File: config.mk
export PLATFORM = sky130hd
export DESIGN_NAME = comparador_param
export DESIGN_NICKNAME = d
export VERILOG_FILES = /design/src/rtl/comparador_param.sv
export SDC_FILE = /design/constraint.sdc
export NUM_CORES = 1
export LEC_CHECK = 0
export ABC_AREA = 1
export CAP_MARGIN = 40
export CORE_MARGIN = 2
export CORE_UTILIZATION = 48
export DETAILED_ROUTE_END_ITERATION = 6
export GPL_TIMING_DRIVEN = 0
export PLACE_DENSITY_LB_ADDON = 0.25
export SYNTH_ARGS = -nofsm -noshare
export SYNTH_HDL_FRONTEND = slang
export SYNTH_SLANG_ARGS = --single-unit
File: constraint.sdc
create_clock -name clk -period 1.8 [get_ports clk]
set_clock_uncertainty 0.1 [all_clocks]
set_input_delay 0.36 -clock clk [delete_from_list [all_inputs] [get_ports clk]]
set_output_delay 0.36 -clock clk [all_outputs]
set_load 0.01 [all_outputs]
File: src/rtl/comparador_param.sv
// comparador_param: registered WIDTH-bit a/b comparator with valid/ready handshake and frame checking.
// Define COMPARADOR_MASK_EN to add a per-bit ignore mask input.
module comparador_param #(
    parameter int WIDTH = 8,
    parameter int CNT_W = 16
) (
    input  logic             clk,
    input  logic             rst_n,
    input  logic             in_valid,
    output logic             in_ready,
    input  logic [WIDTH-1:0] a,
    input  logic [WIDTH-1:0] b,
    input  logic             signed_mode,
    input  logic             frame_start,
    input  logic             frame_last,
`ifdef COMPARADOR_MASK_EN
    input  logic [WIDTH-1:0] mask,
`endif
    output logic             out_valid,
    input  logic             out_ready,
    output logic             aeqb,
    output logic             agtb,
    output logic             altb,
    output logic             frame_done,
    output logic             frame_eq,
    output logic [CNT_W-1:0] mism_count
);
    typedef enum logic {IDLE, ACTIVE} state_t;
    state_t state_q, state_d;
    logic out_valid_q, aeqb_q, agtb_q, altb_q, done_q, feq_q, err_q;
    logic out_valid_d, err_d, done_d, feq_d, open_d;
    logic [CNT_W-1:0] cnt_q, cnt_d;
    logic [WIDTH-1:0] ma, mb;
    logic signed [WIDTH:0] sa, sb;
    logic accept, ne;
`ifdef COMPARADOR_MASK_EN
    assign ma = a & ~mask;
    assign mb = b & ~mask;
`else
    assign ma = a;
    assign mb = b;
`endif
    // One extra bit carries the sign in signed mode and zero otherwise, so a single signed compare serves both modes.
    assign sa = {signed_mode & ma[WIDTH-1], ma};
    assign sb = {signed_mode & mb[WIDTH-1], mb};
    assign ne = ma != mb;
    assign in_ready = !out_valid_q || out_ready;
    assign accept = in_valid && in_ready;
    assign out_valid_d = accept || (out_valid_q && !out_ready);
    always_comb begin
        open_d  = frame_start || state_q == ACTIVE;
        cnt_d   = frame_start ? CNT_W'(ne)
                : (state_q == ACTIVE && ne && cnt_q != '1) ? cnt_q + CNT_W'(1) : cnt_q;
        err_d   = frame_start ? ne : err_q | (state_q == ACTIVE && ne);
        done_d  = open_d && frame_last;
        feq_d   = done_d && !err_d;
        state_d = (open_d && !frame_last) ? ACTIVE : IDLE;
    end
    always_ff @(posedge clk or negedge rst_n) begin
        if (!rst_n) begin
            out_valid_q <= 1'b0;
            aeqb_q      <= 1'b0;
            agtb_q      <= 1'b0;
            altb_q      <= 1'b0;
            done_q      <= 1'b0;
            feq_q       <= 1'b0;
            err_q       <= 1'b0;
            cnt_q       <= '0;
            state_q     <= IDLE;
        end else begin
            out_valid_q <= out_valid_d;
            if (accept) begin
                aeqb_q  <= !ne;
                agtb_q  <= sa > sb;
                altb_q  <= sa < sb;
                done_q  <= done_d;
                feq_q   <= feq_d;
                err_q   <= err_d;
                cnt_q   <= cnt_d;
                state_q <= state_d;
            end
        end
    end
    assign out_valid  = out_valid_q;
    assign aeqb       = aeqb_q;
    assign agtb       = agtb_q;
    assign altb       = altb_q;
    assign frame_done = done_q;
    assign frame_eq   = feq_q;
    assign mism_count = cnt_q;
endmodule

==> out/qor.csv <==
metric,value,unit
result_of_the_run,"finished, final reports clean",
hpwl,2850,µm
cts_hold_buf,0,
placement.io_buffers,45,
chipWidth,62.8,µm
clockBufferDepth,2,
initial_core_util,49.8,%
most_area_consuming_cells_after_synthesis,"sky130_fd_sc_hd__dfrtp_1 36%, sky130_fd_sc_hd__nand2_1 16%, sky130_fd_sc_hd__inv_1 7.0%, sky130_fd_sc_hd__nand3_1 6.9%, sky130_fd_sc_hd__ha_1 6.8%",
timing.final.crit_share,97.6,%
max-cap-violations,0,
post_synth.cell_area_avg,7.10,µm²
worstMarginPinSlew,0.608,ns
slowest_stage_cell_crit_path,sky130_fd_sc_hd__clkdlybuf4s50_1,
layout.nets,346,
num_antenna_cells,0,
maxClockFrequency,569,MHz
global_route.usage.total,23.4,%
synthesis.instances,234,
drt-pass1-iter-count,4,
die-area,3950,µm²
timing.critical_path.arrival,1.30,ns
worst_path_largest_cell_delay,0.54,ns
overflow,0,
synth_seq_cells,24,
synth_largest_type_area_fraction,36.1,%
leakage,1.32,nW
wl_per_cell,12.8,µm
final_cell_mix,"69 x sky130_fd_sc_hd__nand2_1, 26 x sky130_fd_sc_hd__inv_1, 26 x sky130_fd_sc_hd__clkdlybuf4s50_1, 26 x sky130_fd_sc_hd__buf_4, 24 x sky130_fd_sc_hd__nor2_1",
final.min_clock_period,1.76,ns
cp_max_fo,6,
drive_gt1_share,24.0,%
finalSetupViolations,0,
worstPathBufferInverterCount,1,
fin_util,77.3,%
rows,21,
post-route-drc-count,0,
vias,1827,
die_h,62.8,µm
cts.reportedPaths.clkPinSlew,0.14,ns
nFillCells,234,
setup.worst_path.class,flip-flop to output port,
tritoncts,yes,
max_slew_margin,59.3,%
crit_chain,clkdlybuf4s50_1,
antenna_violations_before_repair,0,
worstSkewPairLatency,0.32,ns
vias_per_cell,5.09,
root_buffer,sky130_fd_sc_hd__clkbuf_4,
worstSetupStartpointType,flip-flop,
largest_net_degree_at_the_start_of_global_routing,14,
path_delay_family,buffers and inverters,
wirelength,4590,µm
detailedRoute.firstIterationViolations,120,
hold_violations,0,
final-instance-count-excl-fill,359,
layout_commonest_cell,sky130_fd_sc_hd__nand2_1,
dp_cells,326,
synthesis.area,1660,µm²
timing.final.max_slew_violations,0,
cp.required,1.34,ns
cts_sinks,24,
part_of_the_yosys_area_used_for_sequential_elements,36.1,%
cts_htree_levels,1,
layout-area-overhead-vs-synth,55.3,%
synthesis.yosys.warnings,0,
setup.worst_path.end_class,output port,
grt_pass1_vias,1682,
netlist.top_cell.by_area,sky130_fd_sc_hd__dfrtp_1,
synth_cell_types,25,
mappedNetlistNets,266,
power.density,548,nW/µm²
path_category_of_the_worst_min_delay_check,input pin to asynchronous set/reset pin,
worst_voltage_drop_across_the_vdd_grid,0.251,mV
grt_pass1_wl,7360,µm
gp_congestion,0.895,
boundaryPins,46,
cts-buffers-inserted,3,
route.antenna.remaining_nets,0,
design.core.area,3340,µm²
path summary, 6_finish.rpt:
path	start	end	slack, ns	cells after the start
min in group clk	frame_done	frame_done	0.41	2
worst min register to register	frame_done	frame_done	0.41	2
worst max register to register	mism_count[0]	mism_count[4]	0.06	9
max in group asynchronous	rst_n	mism_count[4]	0.78	2
worst max-delay path	mism_count[8]	mism_count[8]	0.04	1
worst min-delay path	rst_n	mism_count[14]	0.30	1
synth_stat cells:
cell type / number
sky130_fd_sc_hd__nor3_2: 1
sky130_fd_sc_hd__nor2_1: 28
sky130_fd_sc_hd__buf_6: 1
sky130_fd_sc_hd__nor2_2: 1
sky130_fd_sc_hd__ha_1: 9
sky130_fd_sc_hd__o22ai_1: 1
sky130_fd_sc_hd__xnor2_1: 5
sky130_fd_sc_hd__buf_4: 1
sky130_fd_sc_hd__nand3_2: 1
sky130_fd_sc_hd__a21oi_1: 2
sky130_fd_sc_hd__nand2_4: 1
sky130_fd_sc_hd__nand3_1: 23
sky130_fd_sc_hd__nor3_1: 3
sky130_fd_sc_hd__nand4_1: 4
sky130_fd_sc_hd__nor3_4: 1
sky130_fd_sc_hd__nand2_2: 3
sky130_fd_sc_hd__dfrtp_1: 24
sky130_fd_sc_hd__nand3_4: 1
sky130_fd_sc_hd__nand2_1: 73
sky130_fd_sc_hd__inv_1: 31
sky130_fd_sc_hd__xor2_1: 6
sky130_fd_sc_hd__nor3b_1: 1
sky130_fd_sc_hd__buf_2: 2
sky130_fd_sc_hd__a2bb2oi_1: 1
sky130_fd_sc_hd__o21ai_0: 10
report_power, final:
| part | switching (mW) | internal [mW] | total [mW] |
|---|---|---|---|
| Combinational | 0.236 | 0.258 | 0.494 |
| Sequential | 0.0373 | 0.591 | 0.628 |
| Clock | 0.169 | 0.123 | 0.292 |
per-layer routing:
metal / global-route usage (%) / routed length, µm / up-vias
met5: 0 / 0 / -
met4: 8.89 / 128 / 0
met3: 3.60 / 243 / 14
met2: 40.3 / 2250 / 74
met1: 29.5 / 1970 / 840
li1: - / - / 899
layout make-up:
class	instances	area [µm²]	share of cell area, %
Buffer	4	32.5	1.26
Timing Repair Buffer	75	704	27.3
Clock buffer	4	36.3	1.41
Inverter	31	116	4.51
Multi-Input combinational cell	175	1020	39.7
Sequential cell	24	608	23.6
Tap cell	46	57.6	2.23
sequential cells by signal, summed over array words and instances, names as in the netlist:
register	cells
altb	1
frame_eq	1
out_valid	1
agtb	1
state_q	1
frame_done	1
aeqb	1
mism_count	16
err_q	1
kinds of logic (layout without fill, tap and decap cells):
| family | Yosys count | after routing | share of synthesized area, % |
|---|---|---|---|
| AO/OA/AOI/OAI | 14 | 14 | 4.52 |
| buffers and inverters | 35 | 114 | 8.73 |
| AND/OR/NAND/NOR | 141 | 141 | 38.0 |
| flip-flops | 24 | 24 | 36.1 |
| adder cells (fa/ha/maj) | 9 | 9 | 6.78 |
| XOR/XNOR | 11 | 11 | 5.80 |
through the flow:
stage	hold slack (ns)	area, µm²	total power, mW	TNS, ns	setup WS (ns)
2_1_floorplan	-0.0356	1660	0.831	0	0.122
4_1_cts	0.325	2420	1.38	-0.0487	-0.0322
6_report	0.305	2580	1.41	0	0.0437
5_1_grt	0.353	2580	1.50	-0.0270	-0.0119
3_5_place_dp	0.378	2180	1.03	-8.82	-0.569
3_3_place_gp	0.368	2170	1.02	-8.64	-0.569
repair_timing:
action,4_1_cts,5_1_grt
pin swaps,13,16
setup buffers,15,13
cloned,1,0
resized for setup,34,23
endpoints found under the setup margin,26,30
Note: power is estimated with default switching activity, not from simulation.
